--- config.mk ---
export PLATFORM = sky130hd
export DESIGN_NAME = pipe_sel_reg
export DESIGN_NICKNAME = d
export VERILOG_FILES = /design/src/rtl/pipe_sel_reg.sv
export SDC_FILE = /design/constraint.sdc
export NUM_CORES = 1
export LEC_CHECK = 0
export ABC_AREA = 0
export BUFFER_PORTS_ARGS = -buffer_cell sky130_fd_sc_hd__buf_2
export CAP_MARGIN = 25
export CORE_MARGIN = 4
export CORE_UTILIZATION = 41
export CTS_CLUSTER_SIZE = 40
export DETAILED_ROUTE_END_ITERATION = 12
export GPL_TIMING_DRIVEN = 0
export PLACE_DENSITY = 0.81
export SYNTH_ARGS = -nofsm -noshare
export SYNTH_HDL_FRONTEND = slang
export SYNTH_SLANG_ARGS = --single-unit
--- constraint.sdc ---
create_clock -name clk -period 1.69 [get_ports clk]
set_input_delay 0.338 -clock clk [delete_from_list [all_inputs] [get_ports clk]]
set_output_delay 0.338 -clock clk [all_outputs]
set_load 0.01 [all_outputs]
--- src/rtl/pipe_sel_reg.sv ---
// rtl/pipe_sel_reg.sv - N:1 select-and-register pipeline stage with stall, flush, select error and bubble counter
module pipe_sel_reg #(
    parameter int WIDTH  = 32,
    parameter int NUM_IN = 4,
    parameter int SEL_W  = $clog2(NUM_IN),
    parameter int CNT_W  = 8
) (
    input  logic                    clk,
    input  logic                    rst_n,
    input  logic [NUM_IN*WIDTH-1:0] In,
    input  logic [SEL_W-1:0]        Sel,
    input  logic                    InValid,
    input  logic                    Stall,
    input  logic                    Flush,
    input  logic                    CntClr,
    output logic [WIDTH-1:0]        Out,
    output logic                    OutValid,
    output logic                    SelErr,
    output logic [CNT_W-1:0]        BubbleCnt
);

    localparam logic [SEL_W:0] NUM_IN_L = NUM_IN[SEL_W:0];

    logic [WIDTH-1:0] sel_data;
    logic             sel_ok;
    logic             bubble_ev;

    logic [WIDTH-1:0] out_q, out_d;
    logic             valid_q, valid_d;
    logic             err_q, err_d;
    logic [CNT_W-1:0] cnt_q, cnt_d;

    // Unselected codes fall through to zero; out-of-range codes are flagged separately.
    always_comb begin
        sel_data = '0;
        for (int k = 0; k < NUM_IN; k++) begin
            if (Sel == SEL_W'(k)) begin
                sel_data = In[k*WIDTH +: WIDTH];
            end
        end
        sel_ok = ({1'b0, Sel} < NUM_IN_L);
    end

    always_comb begin
        out_d     = out_q;
        valid_d   = valid_q;
        err_d     = err_q;
        bubble_ev = 1'b0;
        if (Flush) begin
            out_d     = '0;
            valid_d   = 1'b0;
            err_d     = 1'b0;
            bubble_ev = 1'b1;
        end else if (!Stall) begin
            if (sel_ok) begin
                out_d     = sel_data;
                valid_d   = InValid;
                err_d     = 1'b0;
                bubble_ev = !InValid;
            end else begin
                out_d     = '0;
                valid_d   = 1'b0;
                err_d     = 1'b1;
                bubble_ev = 1'b1;
            end
        end
    end

    // Clear wins over a same-cycle bubble; the count sticks at all-ones.
    always_comb begin
        cnt_d = cnt_q;
        if (CntClr) begin
            cnt_d = '0;
        end else if (bubble_ev && (cnt_q != {CNT_W{1'b1}})) begin
            cnt_d = cnt_q + 1'b1;
        end
    end

    always_ff @(posedge clk or negedge rst_n) begin
        if (!rst_n) begin
            out_q   <= '0;
            valid_q <= 1'b0;
            err_q   <= 1'b0;
            cnt_q   <= '0;
        end else begin
            out_q   <= out_d;
            valid_q <= valid_d;
            err_q   <= err_d;
            cnt_q   <= cnt_d;
        end
    end

    assign Out       = out_q;
    assign OutValid  = valid_q;
    assign SelErr    = err_q;
    assign BubbleCnt = cnt_q;

endmodule

==> results of run 1 <==
==> power groups by stage <==
stage | Clock [uW] | Sequential [uW] | Combinational [uW]
3_5_place_dp | 0 | 1100 | 604
4_1_cts | 630 | 1080 | 604
2_1_floorplan | 0 | 1130 | 283
5_1_grt | 679 | 1090 | 655
6_report | 611 | 1080 | 601
3_3_place_gp | 0 | 1100 | 584
==> flip-flops by register name (all words and copies together), names as in the netlist <==
register and count:
Out 32, BubbleCnt 8, OutValid 1
==> layout make-up <==
class                   count  area (um2)  share of cell area
clock buffers               8        80.1              0.0226
inverters                   1        3.75             0.00106
flip-flops and latches     41        1030               0.289
repair buffers            177         906               0.255
well taps                  75        93.8              0.0264
plain buffers              17         133              0.0374
multi-input cells         107        1310               0.368
==> stage by stage <==
stage,area (um2),cells,utilization,setup slack [ns]
after CTS,3520,424,0.598,0.134
final,3550,426,0.603,0.148
after floorplan,2470,166,-,0.203
after global routing,3550,426,0.603,0.0622
after global placement,3440,416,0.584,0.174
after detailed placement,3440,416,0.584,0.145
==> cells in the final DEF, fill, tap and decap left out <==
cell,synthesis,routed
nor2_1,5,5
dlygate4sd3_1,0,1
and3_1,3,3
nor3_1,1,1
ha_1,1,1
mux2_1,1,1
a21oi_1,3,3
nand2b_1,2,2
buf_6,1,1
buf_12,3,4
mux2_2,1,1
a41oi_2,1,1
nor2b_1,5,5
mux2i_1,1,1
mux4_1,2,2
a211oi_1,5,5
and2_1,2,2
mux4_2,30,30
clkbuf_8,0,5
buf_2,7,182
a31oi_1,1,1
o21bai_1,1,1
a22o_1,32,32
buf_4,1,1
clkbuf_1,5,8
nand3_1,2,2
dfrtp_1,41,41
a311oi_1,2,2
nand2_1,1,1
conb_1,1,1
and4b_1,1,1
a41oi_1,2,2
o21ba_2,1,1
inv_1,1,1
==> worst min-delay path by stage <==
stage	slack, ns	cells past startpoint	to	from
final	0.27	2	OutValid$_DFFE_PN0P_	Stall
after global placement	0.48	1	Out[3]$_DFFE_PN0P_	Out[3]$_DFFE_PN0P_
after CTS	0.21	1	BubbleCnt[3]$_DFFE_PN0P_	rst_n
after global routing	0.27	2	OutValid$_DFFE_PN0P_	Stall
after detailed placement	0.49	1	Out[10]$_DFFE_PN0P_	Out[10]$_DFFE_PN0P_
after floorplan	0.04	0	BubbleCnt[0]$_DFFE_PN0P_	rst_n
==> cells by family after synthesis <==
| family | Yosys count |
|---|---|
| buffers and inverters | 18 |
| other | 1 |
| AOI/OAI and AO/OA | 48 |
| DFF | 41 |
| muxes | 35 |
| and+or+nand+nor | 22 |
| adders and majority gates | 1 |
==> what timing repair did <==
action | CTS | global route
endpoints found under the hold margin | 0 | 3
hold buffers | 0 | 1
endpoints found under the setup margin | 0 | 0
==> critical path: stages, from the launching register on <==
cell and delay (ns):
dfrtp_1 0.42, ha_1 0.31, nand3_1 0.11, a211oi_1 0.24
mux2_2 0.36
==> metal layers <==
metal | vias to the layer above | share of wire | GRT usage
met5 | - | 0 | 0
met4 | 0 | 0.018 | 0.0791
met3 | 12 | 0.081 | 0.0375
met2 | 115 | 0.54 | 0.372
met1 | 1122 | 0.36 | 0.225
li1 | 1060 | - | -
==> flow_summary.ini, run 1 <==
[status]
status = completed

[drt]
first_pass_iters = 4
via_per_inst = 5.42
drt_iter0_markers = 60
finalWirelength_um = 7370
vias = 2309
drtAntennaViolNets = 0
routedWlPerCell_um = 17.3
drcViolationCount = 0

[sta]
fin_crit_sh = 0.912
hold_ws_ns = 0.275
fin_crit_ns = 1.54
rsz0062_at_grt = false
fin_tns_setup_ns = 0
setup_viol = 0
hold_viol = 0
maxSlewViolCount = 0
skew_ns = 0.00176
fmax_mhz = 648

[setup_path]
r2r_slack_ns = 0.15
crit_end = BubbleCnt[4]$_DFFE_PN0P_
crit_path_start = BubbleCnt[0]$_DFFE_PN0P_
cp-end-kind = flop
cp.required_ns = 1.87
r2r_cells = 4
critical_path_class = flop to flop
rr_startpoint = BubbleCnt[0]$_DFFE_PN0P_
cp-start-kind = flop
r2r_end = BubbleCnt[4]$_DFFE_PN0P_
cp_data_arrival_time_ns = 1.72
crit_fanout = 7

[logic_synthesis]
synth_cells = 166
synth.area.mux_share = 0.308
async_flop_share = 1.00
yosysMostFrequentCell = dfrtp_1
synth_enable_flop_cells = 0
netlist_area_um2 = 2470
netlist.area_leader.share = 0.415
synthSimpleGateAreaFrac = 0.0496
synthTopCellsByCount = dfrtp_1, a22o_1, mux4_2
ys_types = 32
synth_top_family_by_area = multiplexers
synthFlopType = dfrtp_1
ys_seq_area_frac = 0.415
synth_compound_area_frac = 0.165
avgSynthCellArea_um2 = 14.9
synth_top_area_cell = dfrtp_1
synth.net_count = 303
synth_area_leaders = dfrtp_1, mux4_2, a22o_1, buf_12, mux4_1
ys_warn_count = 0
ys_ff_latch = 41
synthAdderAreaFrac = 0.00507
synthXorXnorAreaFrac = 0

[global_routing]
antenna_found_initial = 0
grt_max_degree = 42
grtUsageTotal = 0.200
grt_pass1_wl_um = 11500
gr-total-overflow = 0
grt_pass1_vias = 2482

[finish]
fin_nets = 487
drive_above_1_share = 0.644
diodes = 0
areaGrowthSynthToFinish_pct = 43.7
fillCellCount = 516

[hold_path]
hold_path.class = primary input to flop

[pwr]
power_uw = 2290
p_sw_frac = 0.264
p_clk_frac = 0.266
pwr-share-seq = 0.472
p_sw_uw = 605
p_int_uw = 1690
ir_drop_v = 0.000282
p_leak_uw = 0.00186
p_per_area_nw_per_um2 = 647
p_comb_frac = 0.262

[placement]
portBuffers = 175
place_congestion = 0.769
post-dp-hpwl_um = 6030

[clock_tree]
cts_max_level = 2
numCtsBuffers = 5
cts_sinks = 41
path_clk_slew_ns = 0.08
cts_tree = done
post-cts-setup-buffers = 0
cts.root.buffer_cell = clkbuf_8
cts.repair.resized = 0
clock_latency_ns = 0.29
ctsLongestPathBuffers = 2

[floorplan]
rows = 28
ios = 178
fp.dieH_um = 85.6
coreArea_um2 = 5890
die_area_um2 = 7330
start_util = 0.420
die_w_um = 85.6

[job]
max_cap_viol_count = 0
Note: power is estimated with default switching activity, not from simulation.
==> run 2, diff against run 1 <==
--- a/config.mk
+++ b/config.mk
@@ -6,7 +6,7 @@
 export NUM_CORES = 1
 export LEC_CHECK = 0
 export ABC_AREA = 0
-export BUFFER_PORTS_ARGS = -buffer_cell sky130_fd_sc_hd__buf_2
+export BUFFER_PORTS_ARGS = -buffer_cell sky130_fd_sc_hd__buf_4
 export CAP_MARGIN = 25
 export CORE_MARGIN = 4
 export CORE_UTILIZATION = 41
==> run 2 against run 1 <==
Count of clock-buffer cells in the layout is 1 lower. Routed wire length fell by 0.35%. Non-clock buffer count is 2 lower. Setup slack got worse by 0.023 ns. Final cell count fell by 0.47%. Power grew 13%. Cell area rose by 13%. Flip-flop and latch count is the same. Via count is 1.9% lower. Clock power increased by 31%. Hold slack lost 0.25 ns. Sequential power about the same.
==> flow_summary.ini, run 2 (same netlist as run 1, synthesis figures left out) <==
[pwr]
p_comb_frac = 0.273
pwr-share-seq = 0.418
p_clk_frac = 0.309
p_leak_uw = 0.00199
p_int_uw = 1990
ir_drop_v = 0.000417
p_per_area_nw_per_um2 = 650
p_sw_uw = 606
p_sw_frac = 0.233

[status]
status = completed

[sta]
setup_viol = 0
skew_ns = 0.000666
tightest_slew_ns = 0.522
maxSlewViolCount = 0
fin_crit_ns = 1.57
fmax_mhz = 639
rsz0062_at_grt = false
fin_crit_sh = 0.926
fin_tns_setup_ns = 0
max_slew_margin = 0.652
setup_ws_ns = 0.125
hold_viol = 0
hold_ws_ns = 0.0212

[placement]
portBuffers = 175
place_congestion = 0.765
pre_cts_ws_ns = 0.136
dpl-instance-area_um2 = 3880
post-dp-hpwl_um = 6100

[finish]
drive_above_1_share = 0.650
fin_nets = 485
layout_common_cells = buf_4, dfrtp_1, a22o_1, mux4_2, buf_2
fillCellCount = 476
final_cell_area_um2 = 3990
final_common_cell = buf_4
areaGrowthSynthToFinish_pct = 61.7
largest_reg_flops = 32
diodes = 0

[clock_tree]
cts_sinks = 41
cts_max_level = 2
post-cts-setup-buffers = 0
clock_latency_ns = 0.28
path_clk_slew_ns = 0.08
numCtsBuffers = 5
cts_tree = done
ctsLongestPathBuffers = 2
cts.root.buffer_cell = clkbuf_8
cts_hold_buf = 0
cts.repair.resized = 0

[setup_path]
cp-start-kind = flop
cp_data_arrival_time_ns = 1.74
critical_path_class = flop to flop
crit_fanout = 7
cp.buffers_inverters = 0
crit_family = flip-flops
path_cells = ha_1 -> nand3_1 -> a211oi_1 -> mux2_2
cp-end-kind = flop
worst_path_largest_cell_delay_ns = 0.43
cp.required_ns = 1.87
cp_slowest_cell = dfrtp_1

[job]
max_cap_viol_count = 0

[drt]
drtAntennaViolNets = 0
vias = 2266
routedWlPerCell_um = 17.3
finalWirelength_um = 7340
via_per_inst = 5.34
drcViolationCount = 0
first_pass_iters = 4
drt_iter0_markers = 83

[global_routing]
grt_pass1_wl_um = 11400
grtUsageTotal = 0.197
grt_max_degree = 42
gr-total-overflow = 0
grt_pass1_vias = 2439
antenna_found_initial = 0

[floorplan]
die_area_um2 = 7330
fp.dieH_um = 85.6
rows = 28
start_util = 0.420
coreArea_um2 = 5890
ios = 178
die_w_um = 85.6

[hold_path]
hold_path.class = primary input to async pin
[run 2: power groups by stage]
stage | combinational [uW] | clock, uW | sequential, uW
after floorplan | 283 | 0 | 1130
after global placement | 703 | 0 | 1100
after detailed placement | 719 | 0 | 1100
after CTS | 718 | 820 | 1090
after global routing | 761 | 868 | 1090
final | 708 | 802 | 1090
[run 2: worst reg2reg max path: stages (launching register included)]
cell and delay (ns):
dfrtp_1 0.43, ha_1 0.32, nand3_1 0.11, a211oi_1 0.25
mux2_2 0.36
[run 2: routing by layer]
layer | track usage | vias up | share of wire
li1 | - | 1058 | -
met1 | 0.228 | 1088 | 0.37
met2 | 0.355 | 110 | 0.53
met3 | 0.0557 | 10 | 0.090
met4 | 0.0590 | 0 | 0.016
met5 | 0 | - | 0
[run 2: worst paths after layout]
path / start / to / slack (ns) / cells past startpoint
worst min-delay path: rst_n / BubbleCnt[6]$_DFFE_PN0P_ / 0.02 / 1
worst min register to register: Out[30]$_DFFE_PN0P_ / Out[30]$_DFFE_PN0P_ / 0.51 / 1
min in group clk: Stall / OutValid$_DFFE_PN0P_ / 0.25 / 2
max in group asynchronous: rst_n / Out[26]$_DFFE_PN0P_ / 1.30 / 1
worst max register to register: BubbleCnt[1]$_DFFE_PN0P_ / BubbleCnt[4]$_DFFE_PN0P_ / 0.12 / 4
worst max-delay path: BubbleCnt[1]$_DFFE_PN0P_ / BubbleCnt[4]$_DFFE_PN0P_ / 0.12 / 4
[run 2: final cells by class]
| type | count | area [um2] | area share |
|---|---|---|---|
| Inverter | 1 | 3.75 | 0.000940 |
| Buffer | 17 | 133 | 0.0332 |
| Multi-Input combinational cell | 107 | 1310 | 0.327 |
| Clock inverter | 1 | 30.0 | 0.00752 |
| Clock buffer | 7 | 86.3 | 0.0216 |
| Tap cell | 75 | 93.8 | 0.0235 |
| Sequential cell | 41 | 1030 | 0.257 |
| Timing Repair Buffer | 175 | 1310 | 0.329 |
[run 2: metrics by stage]
step,instances,power (uW),util
floorplan,166,1410,-
global placement,416,1800,0.659
detailed placement,416,1820,0.659
CTS,424,2620,0.679
global route,424,2720,0.679
finish,424,2600,0.679
==> run 3, diff against run 2 <==
--- a/config.mk
+++ b/config.mk
@@ -6,8 +6,8 @@
 export NUM_CORES = 1
 export LEC_CHECK = 0
 export ABC_AREA = 0
-export BUFFER_PORTS_ARGS = -buffer_cell sky130_fd_sc_hd__buf_4
-export CAP_MARGIN = 25
+export BUFFER_PORTS_ARGS = -buffer_cell sky130_fd_sc_hd__buf_2
+export CAP_MARGIN = 20
 export CORE_MARGIN = 4
 export CORE_UTILIZATION = 41
 export CTS_CLUSTER_SIZE = 40
==> run 3 against run 2 <==
Final cell count is the same. Global-route usage is 0.28 points higher. Via count increased by 1.7%. Clock skew is 0.0011 ns higher. Fmax up 1.5%. Routed wire length hardly changed. Critical path depth did not move. Cell area down 12%. Die area did not move. Count of clock-buffer cells in the layout increased by 1. Non-clock buffer count unchanged. Core utilization shrank 8.1 points. Highest routed layer unchanged.
==> flow_summary.ini, run 3 (same netlist as run 1, synthesis figures left out) <==
[clock_tree]
clock_latency_ns = 0.29
cts_hold_buf = 0
cts_sinks = 41
path_clk_slew_ns = 0.08
cts.root.buffer_cell = clkbuf_8
numCtsBuffers = 5
cts_max_level = 2
post-cts-setup-buffers = 0
cts_tree = done
cts.repair.resized = 0
ctsLongestPathBuffers = 2

[sta]
fin_crit_ns = 1.54
rsz0062_at_grt = false
fin_tns_setup_ns = 0
skew_ns = 0.00180
hold_viol = 0
fmax_mhz = 648
maxSlewViolCount = 0
fin_crit_sh = 0.913
tightest_slew_ns = 0.916
setup_viol = 0
max_slew_margin = 0.389

[setup_path]
cp.required_ns = 1.87
cp_slowest_cell = dfrtp_1
path_cells = ha_1 -> nand3_1 -> a211oi_1 -> mux2_2
cp.buffers_inverters = 0
cp-end-kind = flop
rr_startpoint = BubbleCnt[0]$_DFFE_PN0P_
worst_path_largest_cell_delay_ns = 0.42
crit_path_start = BubbleCnt[0]$_DFFE_PN0P_
crit_family = flip-flops
crit_fanout = 7
cp-start-kind = flop
critical_path_class = flop to flop
cp_data_arrival_time_ns = 1.72

[finish]
final_common_cell = buf_2
areaGrowthSynthToFinish_pct = 42.5
largest_reg_flops = 32
instances_no_fill = 424
drive_above_1_share = 0.645
layout_common_cells = buf_2, dfrtp_1, a22o_1, mux4_2, clkbuf_1
diodes = 0
fin_nets = 485

[job]
max_cap_viol_count = 0

[global_routing]
grt_max_degree = 42
grtUsageTotal = 0.200
gr-total-overflow = 0
antenna_found_initial = 0
grt_pass1_wl_um = 11500
grt_pass1_vias = 2482

[hold_path]
hold_path.class = primary input to async pin

[placement]
portBuffers = 175
place_congestion = 0.769
placed_cells = 416
post-dp-hpwl_um = 6030

[pwr]
ir_drop_v = 0.000281
p_per_area_nw_per_um2 = 650
p_leak_uw = 0.00184

[floorplan]
fp.dieH_um = 85.6
rows = 28
die_w_um = 85.6
coreArea_um2 = 5890
ios = 178
start_util = 0.420
die_area_um2 = 7330

[drt]
route.met2.wl_um = 3930
drtAntennaViolNets = 0
route.met3.wl_um = 598
first_pass_iters = 4
finalWirelength_um = 7350
drt_iter0_markers = 65
wl_met1_um = 2690
drcViolationCount = 0
routedWlPerCell_um = 17.3
top_layer = met4
via_per_inst = 5.43
vias = 2304

[status]
status = completed
-- run 3: cell count changes in the layout (fill, tap and decap cells not counted), sizes merged --
cell / change
bufinv: -1
clkbuf: +1
-- run 3: per-layer routing --
layer	vias to the layer above	track usage
met3	12	0.0375
met2	115	0.372
met1	1119	0.225
met4	0	0.0791
met5	-	0
li1	1058	-
-- run 3: area by class of cell --
type | count | area (um2)
plain buffers | 17 | 133
fillers | 517 | 2370
multi-input cells | 107 | 1310
inverters | 1 | 3.75
repair buffers | 175 | 876
well taps | 75 | 93.8
flip-flops and latches | 41 | 1030
clock buffers | 8 | 80.1
-- run 3: metrics by stage --
step / util / worst slack (ns) / power [uW] / hold WS, ns / area, um2
finish: 0.598 / 0.147 / 2290 / 0.170 / 3520
global route: 0.598 / 0.0622 / 2420 / 0.268 / 3520
CTS: 0.598 / 0.134 / 2320 / 0.213 / 3520
detailed placement: 0.584 / 0.145 / 1700 / 0.489 / 3440
global placement: 0.584 / 0.174 / 1680 / 0.481 / 3440
floorplan: - / 0.203 / 1410 / 0.0424 / 2470
-- run 3: final timing paths --
| kind | end | slack (ns) | cells past startpoint |
|---|---|---|---|
| min | BubbleCnt[3]$_DFFE_PN0P_ | 0.17 | 1 |
| max | BubbleCnt[4]$_DFFE_PN0P_ | 0.15 | 4 |
| min reg2reg | Out[10]$_DFFE_PN0P_ | 0.50 | 1 |
| max reg2reg | BubbleCnt[4]$_DFFE_PN0P_ | 0.15 | 4 |
| max in group asynchronous | Out[31]$_DFFE_PN0P_ | 0.93 | 1 |
| min in group clk | OutValid$_DFFE_PN0P_ | 0.27 | 2 |
-- run 3: power breakdown --
group,internal [uW],switching [uW],leakage [uW]
clock network,294,319,0.0000395
logic,347,247,0.00126
registers,1040,39.7,0.000549
total,1680,605,0.00184
-- run 3: worst reg2reg max path, delay by kind of cell (launching register included) --
kind | cells | cell delay, ns
muxes | 1 | 0.36
adders and majority gates | 1 | 0.31
and+or+nand+nor | 1 | 0.11
DFF | 1 | 0.42
AOI/OAI and AO/OA | 1 | 0.24
